[src/rtl/dvs_line_xfer_sched.sv]
// -----------------------------------------------------------------------------
// dvs_line_xfer_sched
//   Sequences BRAM<->DDR block transfers for the DVS line buffer. Each
//   write_new_line event triggers two CDMA commands: write the finished BRAM
//   block out to DDR, then read the next block of the frame image back into
//   BRAM. The module tracks which block currently sits in BRAM, realigns to
//   block 0 on new_frame, and raises sticky overrun / transfer-error / timeout
//   flags.
//
// Ports
//   pclk, reset      clock (posedge) and asynchronous active-high reset
//   new_frame        frame-start pulse (1-2 cycles high)
//   write_new_line   block-complete pulse (1-2 cycles high)
//   cmd_valid/ready  CDMA command handshake
//   cmd_src/dst/len  CDMA command payload (byte addresses, byte count)
//   cmd_done/err     CDMA completion pulse and its error qualifier
//   block_idx        index of the block held in BRAM
//   busy             high whenever a transfer sequence is in progress
//   frame_done       one-cycle pulse after the last block of a frame is written
//   overrun          sticky: request dropped because one was already queued
//   xfer_err         sticky: a transfer completed with cmd_err
//   timeout          sticky: a transfer did not complete in TIMEOUT_CYC cycles
//   clear_flags      clears the sticky flags (a same-cycle set wins)
// -----------------------------------------------------------------------------
module dvs_line_xfer_sched #(
    parameter logic [31:0] BRAM_BASE        = 32'hC000_0000,
    parameter logic [31:0] DDR_BASE         = 32'h1000_0000,
    parameter int          BLOCK_BYTES      = 8192,
    parameter int          BLOCKS_PER_FRAME = 4,
    parameter logic [15:0] TIMEOUT_CYC      = 16'd50000
) (
    input  logic        pclk,
    input  logic        reset,
    input  logic        new_frame,
    input  logic        write_new_line,
    output logic        cmd_valid,
    input  logic        cmd_ready,
    output logic [31:0] cmd_src,
    output logic [31:0] cmd_dst,
    output logic [22:0] cmd_len,
    input  logic        cmd_done,
    input  logic        cmd_err,
    output logic [1:0]  block_idx,
    output logic        busy,
    output logic        frame_done,
    output logic        overrun,
    output logic        xfer_err,
    output logic        timeout,
    input  logic        clear_flags
);

    localparam logic [22:0] LEN      = 23'(BLOCK_BYTES);
    localparam logic [1:0]  LAST_IDX = 2'(BLOCKS_PER_FRAME - 1);

    typedef enum logic [2:0] {
        ST_IDLE,
        ST_WR_CMD,
        ST_WR_WAIT,
        ST_RD_CMD,
        ST_RD_WAIT
    } state_t;

    // ---------------------------------------------------------------------
    // Pulse inputs: register, then take the rising edge of the registered
    // copy so a 1- or 2-cycle pulse yields exactly one event.
    // bit 0 = write_new_line, bit 1 = new_frame
    // ---------------------------------------------------------------------
    logic [1:0] pulse_in;
    logic [1:0] pulse_q_reg;
    logic [1:0] pulse_qq_reg;
    logic [1:0] pulse_edge;

    assign pulse_in = {new_frame, write_new_line};

    genvar gi;
    generate
        for (gi = 0; gi < 2; gi++) begin : g_edge
            always_ff @(posedge pclk or posedge reset) begin
                if (reset) begin
                    pulse_q_reg[gi]  <= 1'b0;
                    pulse_qq_reg[gi] <= 1'b0;
                end else begin
                    pulse_q_reg[gi]  <= pulse_in[gi];
                    pulse_qq_reg[gi] <= pulse_q_reg[gi];
                end
            end
            assign pulse_edge[gi] = pulse_q_reg[gi] & ~pulse_qq_reg[gi];
        end
    endgenerate

    logic wnl_edge;
    logic nf_edge;
    assign wnl_edge = pulse_edge[0];
    assign nf_edge  = pulse_edge[1];

    // ---------------------------------------------------------------------
    // State
    // ---------------------------------------------------------------------
    state_t      state_reg;
    logic [1:0]  block_idx_reg;
    logic        req_pend_reg;
    logic        frame_pend_reg;
    logic [15:0] tmo_cnt_reg;
    logic        cmd_valid_reg;
    logic [31:0] cmd_src_reg;
    logic [31:0] cmd_dst_reg;
    logic [22:0] cmd_len_reg;
    logic        frame_done_reg;
    logic        overrun_reg;
    logic        xfer_err_reg;
    logic        timeout_reg;

    // A frame realignment pending or arriving in IDLE takes effect before a
    // simultaneous request is serviced, so the write uses block 0.
    logic [1:0]  wr_idx_next;
    logic [1:0]  nxt_idx_next;
    logic [31:0] wr_dst_next;
    logic [31:0] rd_src_next;

    assign wr_idx_next  = (nf_edge || frame_pend_reg) ? 2'd0 : block_idx_reg;
    assign nxt_idx_next = (block_idx_reg == LAST_IDX) ? 2'd0 : block_idx_reg + 2'd1;
    assign wr_dst_next  = DDR_BASE + 32'(wr_idx_next)  * 32'(BLOCK_BYTES);
    assign rd_src_next  = DDR_BASE + 32'(nxt_idx_next) * 32'(BLOCK_BYTES);

    always_ff @(posedge pclk or posedge reset) begin
        if (reset) begin
            state_reg      <= ST_IDLE;
            block_idx_reg  <= 2'd0;
            req_pend_reg   <= 1'b0;
            frame_pend_reg <= 1'b0;
            tmo_cnt_reg    <= 16'd0;
            cmd_valid_reg  <= 1'b0;
            cmd_src_reg    <= 32'd0;
            cmd_dst_reg    <= 32'd0;
            cmd_len_reg    <= 23'd0;
            frame_done_reg <= 1'b0;
            overrun_reg    <= 1'b0;
            xfer_err_reg   <= 1'b0;
            timeout_reg    <= 1'b0;
        end else begin
            frame_done_reg <= 1'b0;

            // Clear first so any set below in the same cycle wins.
            if (clear_flags) begin
                overrun_reg  <= 1'b0;
                xfer_err_reg <= 1'b0;
                timeout_reg  <= 1'b0;
            end

            // Events arriving during a sequence are latched for later.
            if (state_reg != ST_IDLE) begin
                if (wnl_edge) begin
                    if (req_pend_reg) overrun_reg  <= 1'b1;
                    else              req_pend_reg <= 1'b1;
                end
                if (nf_edge) frame_pend_reg <= 1'b1;
            end

            case (state_reg)
                ST_IDLE: begin
                    if (nf_edge || frame_pend_reg) begin
                        block_idx_reg  <= 2'd0;
                        frame_pend_reg <= 1'b0;
                    end
                    if (req_pend_reg || wnl_edge) begin
                        cmd_src_reg  <= BRAM_BASE;
                        cmd_dst_reg  <= wr_dst_next;
                        cmd_len_reg  <= LEN;
                        // Servicing the queued request while a new edge
                        // arrives leaves the new one queued.
                        req_pend_reg <= req_pend_reg & wnl_edge;
                        state_reg    <= ST_WR_CMD;
                    end
                end

                ST_WR_CMD, ST_RD_CMD: begin
                    if (!cmd_valid_reg) begin
                        cmd_valid_reg <= 1'b1;
                    end else if (cmd_ready) begin
                        cmd_valid_reg <= 1'b0;
                        tmo_cnt_reg   <= 16'd0;
                        state_reg     <= (state_reg == ST_WR_CMD) ? ST_WR_WAIT : ST_RD_WAIT;
                    end
                end

                ST_WR_WAIT, ST_RD_WAIT: begin
                    if (cmd_done) begin
                        if (cmd_err) xfer_err_reg <= 1'b1;
                        if (state_reg == ST_WR_WAIT) begin
                            if (block_idx_reg == LAST_IDX) frame_done_reg <= 1'b1;
                            cmd_src_reg <= rd_src_next;
                            cmd_dst_reg <= BRAM_BASE;
                            cmd_len_reg <= LEN;
                            state_reg   <= ST_RD_CMD;
                        end else begin
                            // A frame start seen during the sequence overrides
                            // the normal advance to the next block.
                            block_idx_reg  <= (frame_pend_reg || nf_edge) ? 2'd0 : nxt_idx_next;
                            frame_pend_reg <= 1'b0;
                            state_reg      <= ST_IDLE;
                        end
                    end else if (tmo_cnt_reg == TIMEOUT_CYC - 16'd1) begin
                        // Abandon the sequence; any frame realignment stays
                        // pending and is applied from IDLE.
                        timeout_reg  <= 1'b1;
                        req_pend_reg <= 1'b0;
                        state_reg    <= ST_IDLE;
                    end else begin
                        tmo_cnt_reg <= tmo_cnt_reg + 16'd1;
                    end
                end

                default: state_reg <= ST_IDLE;
            endcase
        end
    end

    assign cmd_valid  = cmd_valid_reg;
    assign cmd_src    = cmd_src_reg;
    assign cmd_dst    = cmd_dst_reg;
    assign cmd_len    = cmd_len_reg;
    assign block_idx  = block_idx_reg;
    assign busy       = (state_reg != ST_IDLE);
    assign frame_done = frame_done_reg;
    assign overrun    = overrun_reg;
    assign xfer_err   = xfer_err_reg;
    assign timeout    = timeout_reg;

endmodule

[config.mk]
export PLATFORM = sky130hd
export DESIGN_NAME = dvs_line_xfer_sched
export DESIGN_NICKNAME = d
export VERILOG_FILES = /design/src/rtl/dvs_line_xfer_sched.sv
export SDC_FILE = /design/constraint.sdc
export NUM_CORES = 1
export LEC_CHECK = 0
export CAP_MARGIN = 20
export CELL_PAD_IN_SITES_DETAIL_PLACEMENT = 1
export CELL_PAD_IN_SITES_GLOBAL_PLACEMENT = 1
export CORE_ASPECT_RATIO = 2
export CORE_MARGIN = 2
export CORE_UTILIZATION = 34
export CTS_CLUSTER_SIZE = 8
export DETAILED_ROUTE_END_ITERATION = 12
export GPL_TIMING_DRIVEN = 1
export PLACE_DENSITY_LB_ADDON = 0.1
export SLEW_MARGIN = 10
export SYNTH_ARGS = -nofsm -noshare
export SYNTH_HDL_FRONTEND = slang
export SYNTH_SLANG_ARGS = --single-unit
[constraint.sdc]
create_clock -name pclk -period 4.85 [get_ports pclk]
set_input_delay 0.97 -clock pclk [delete_from_list [all_inputs] [get_ports pclk]]
set_output_delay 0.97 -clock pclk [all_outputs]
set_load 0.02 [all_outputs]
==> results.rst <==
.. list-table::
   :header-rows: 1

   * - Metric
     - Value
   * - Outcome
     - finished, final reports clean
   * - Data required time of the worst path
     - 5060 ps
   * - Area enclosed by the die boundary
     - 0.00805 mm2
   * - Die height
     - 125 um
   * - Clock Path Buffers
     - 2
   * - Die width
     - 64.5 um
   * - Crit-path max cell delay
     - 590 ps
   * - Power Dens Cells
     - 457 mW/mm2
   * - Per-cell via count in the routed design
     - 4.29
   * - Placed cell count
     - 369
   * - Mean instance size in the synthesized netlist
     - 9.53 um2
   * - Maximum fanout count along the critical path
     - 13
   * - Antenna Diode Count
     - 0
   * - Portion of synthesized cell area occupied by the leading cell type
     - 0.393
   * - Gr ovfl total
     - 0
   * - Number of remaining DRC errors
     - 0
   * - Ports placed on the boundary
     - 103
   * - Leakage
     - 1.24 nW
   * - Share of the clock period used by the worst path
     - 0.570
   * - Hold WC Path Type
     - reg -> reg
   * - Num CTS Buffers
     - 5
   * - Worst-case vdd ir drop
     - 0.000229 V
   * - Clock-pin transition on the worst setup and hold timing paths
     - 50 ps
   * - Kind of launch point of the worst setup path
     - primary input
   * - Main area contributors after synthesis
     - sky130_fd_sc_hd__dfrtp_1 (39%), sky130_fd_sc_hd__buf_4 (24%), sky130_fd_sc_hd__or4_1 (2.7%), sky130_fd_sc_hd__nand2_1 (2.3%), sky130_fd_sc_hd__nor2_1 (2.1%)
   * - Final setup vio count
     - 0
   * - H-tree lvl count
     - 2
   * - Cell-by-cell listing of the critical path
     - clkdlybuf4s50_1 > o31ai_4 > o211ai_4 > or4_1 > a21oi_2
   * - Sequential area share after synthesis
     - 0.393
   * - Total core area
     - 0.00716 mm2
   * - Worst path arrival time
     - 2980 ps
   * - Clock period minus final worst setup slack
     - 2770 ps
   * - CTS root buffer
     - sky130_fd_sc_hd__clkbuf_16
   * - Async set-or-reset flop fraction in the synthesized netlist
     - 1.00
   * - Initial DRC count
     - 38
   * - Number of gates resized after cts
     - 0
   * - Largest net degree at the start of global routing
     - 40
   * - Number of placement rows
     - 44
   * - Post-layout nets
     - 294
   * - Initial Utilization
     - 0.347
   * - Latest clock arrival within the worst-skew pair
     - 280 ps
   * - Final Non-Filler Cells
     - 377
   * - Register bit count reported by yosys
     - 39
   * - Wirelength, routed
     - 4.79 mm
   * - Ratio of cells with drive above 1 in the final layout
     - 0.0667
   * - Slowest library cell on the worst path
     - sky130_fd_sc_hd__clkdlybuf4s50_1
   * - Max-slew violation count
     - 0
   * - Setup TNS
     - 0 ps
   * - Clock tree from TritonCTS
     - done
   * - Antenna Violating Nets Remaining
     - 0
   * - Yosys top cell by area
     - sky130_fd_sc_hd__dfrtp_1
   * - Wire length of the first global-routing pass
     - 7.89 mm
   * - Post-DR wirelength/cell
     - 12.7 um
   * - Tightest hold margin
     - 374 ps
   * - Post-synthesis cell count
     - 261
   * - Worst slew margin
     - 0.601
   * - Placer's final routability congestion estimate
     - 0.798
   * - Global-route usage over all layers
     - 0.126
   * - Maximum clock skew at final layout
     - 3.06 ps
   * - Count of flip-flops with a built-in enable after synthesis
     - 0
   * - Number of I/O port buffers
     - 26
   * - Transition time of the tightest slew-check pin
     - 597 ps
   * - Flip-flop count of the largest register, all copies and words added
     - 16
   * - Main synth FF type
     - sky130_fd_sc_hd__dfrtp_1
   * - Number of antenna violations at the first check in global routing
     - 0
   * - Number of setup buffers added after CTS
     - 0
   * - Upper clock frequency limit
     - 0.362 GHz
   * - Synthesis Warnings
     - 0
   * - Number of different library cells in the post-synthesis netlist
     - 48
   * - Cts-stage hold buffer count
     - 0
   * - Setup repair after global routing missed its margin
     - false
   * - Detailed placement HPWL
     - 3.70 mm
   * - Vias
     - 1617
   * - Count of TritonRoute iterations in the first routing pass
     - 4
   * - Final hold violations
     - 0
   * - Max-Cap Viols
     - 0
   * - TritonCTS sink count
     - 39
   * - P&R area growth vs syn
     - 7.50%
   * - Via count of the first global-routing pass
     - 1591
   * - Kind of critical path
     - in -> reg
   * - Post-synthesis instance area
     - 0.00249 mm2
   * - Kind of capture point of the worst setup path
     - flip-flop
synth_stat cells, types with 2 or more instances:
cell type and number:
sky130_fd_sc_hd__ha_1 2, sky130_fd_sc_hd__or4_1 9, sky130_fd_sc_hd__clkbuf_1 2, sky130_fd_sc_hd__o31ai_1 6
sky130_fd_sc_hd__o2111ai_1 2, sky130_fd_sc_hd__dfrtp_1 39, sky130_fd_sc_hd__nand3_1 6, sky130_fd_sc_hd__a21oi_2 5
sky130_fd_sc_hd__buf_2 3, sky130_fd_sc_hd__or3_1 2, sky130_fd_sc_hd__o21a_1 2, sky130_fd_sc_hd__nand2_1 15
sky130_fd_sc_hd__a22o_1 6, sky130_fd_sc_hd__xnor2_1 2, sky130_fd_sc_hd__o21ai_1 5, sky130_fd_sc_hd__nor3_1 3
sky130_fd_sc_hd__and3_1 2, sky130_fd_sc_hd__nand2b_1 2, sky130_fd_sc_hd__inv_1 13, sky130_fd_sc_hd__xor2_1 4
sky130_fd_sc_hd__nor2_1 14, sky130_fd_sc_hd__buf_4 81, sky130_fd_sc_hd__and2_1 2, sky130_fd_sc_hd__o21ai_0 2
sky130_fd_sc_hd__a21oi_1 8, sky130_fd_sc_hd__nor4_1 2
where the power goes:
part           total, W  switching, W  leakage [nW]  internal, W
Clock          0.000339      0.000121        0.0772     0.000219
Sequential     0.000443     0.0000630         0.510     0.000380
Combinational  0.000440      0.000276         0.648     0.000164
Total           0.00122      0.000459          1.24     0.000763
area by class of cell:
cell class	count	area (um2)
clock buffer	8	156
timing repair buffer	28	275
tap	92	115
multi-input combinational	197	1100
fill	878	4480
inverter	13	48.8
sequential	39	976
cell usage in the layout (no fill, tap or decap), drive strengths merged, types with 4 or more instances in the layout:
| cell | synthesis | final |
|---|---|---|
| o31ai | 7 | 7 |
| nand3 | 6 | 6 |
| nand2 | 15 | 15 |
| clkdlybuf4s50 | 0 | 26 |
| nor2 | 14 | 14 |
| clkbuf | 2 | 8 |
| inv | 13 | 13 |
| or4 | 9 | 9 |
| dfrtp | 39 | 39 |
| xor2 | 4 | 4 |
| conb | 1 | 76 |
| a22o | 6 | 6 |
| o21ai | 8 | 8 |
| a21oi | 13 | 13 |
cell families (layout without fill, tap and decap cells):
logic type,Yosys count,count (layout),share of synthesized area
compound gates,46,46,0.147
xor+xnor,6,6,0.0211
fa+ha+maj,2,2,0.0101
buf+inv,100,49,0.278
flops,39,39,0.393
mux,2,2,0.00906
other cells,1,76,0.00151
simple gates,65,65,0.140
worst paths after layout:
| check | to | cells after the start | from | slack (ps) |
|---|---|---|---|---|
| min in group asynchronous | state_reg[1]$_DFFE_PP0P_ | 3 | reset | 1120 |
| min reg2reg | pulse_qq_reg[1]$_DFF_PP0_ | 0 | pulse_q_reg[1]$_DFF_PP0_ | 370 |
| max reg2reg | tmo_cnt_reg[5]$_DFFE_PP0P_ | 5 | tmo_cnt_reg[4]$_DFFE_PP0P_ | 2460 |
| max in group asynchronous | tmo_cnt_reg[15]$_DFFE_PP0P_ | 3 | reset | 3390 |
| min | pulse_qq_reg[1]$_DFF_PP0_ | 0 | pulse_q_reg[1]$_DFF_PP0_ | 370 |
| max | tmo_cnt_reg[11]$_DFFE_PP0P_ | 5 | cmd_done | 2080 |
metal layers:
metal	track usage	wire, um
met1	0.159	2000
met5	0	0
met4	0.0526	88
met2	0.201	2490
met3	0.0351	205
stage by stage:
step	area [um2]	worst slack, ps	utilization	total power (W)
4_1_cts	2670	2070	0.373	0.00125
3_3_place_gp	2520	1890	0.352	0.000885
6_report	2670	2080	0.373	0.00122
3_5_place_dp	2520	1800	0.352	0.000897
2_1_floorplan	2770	2640	-	0.000809
5_1_grt	2670	1980	0.373	0.00131
critical path: cells and delay by family:
family	cells	cell delay, ps
AO/OA/AOI/OAI	3	860
buffers and inverters	1	590
AND/OR/NAND/NOR	1	560
(Power assumes the default switching activity.)
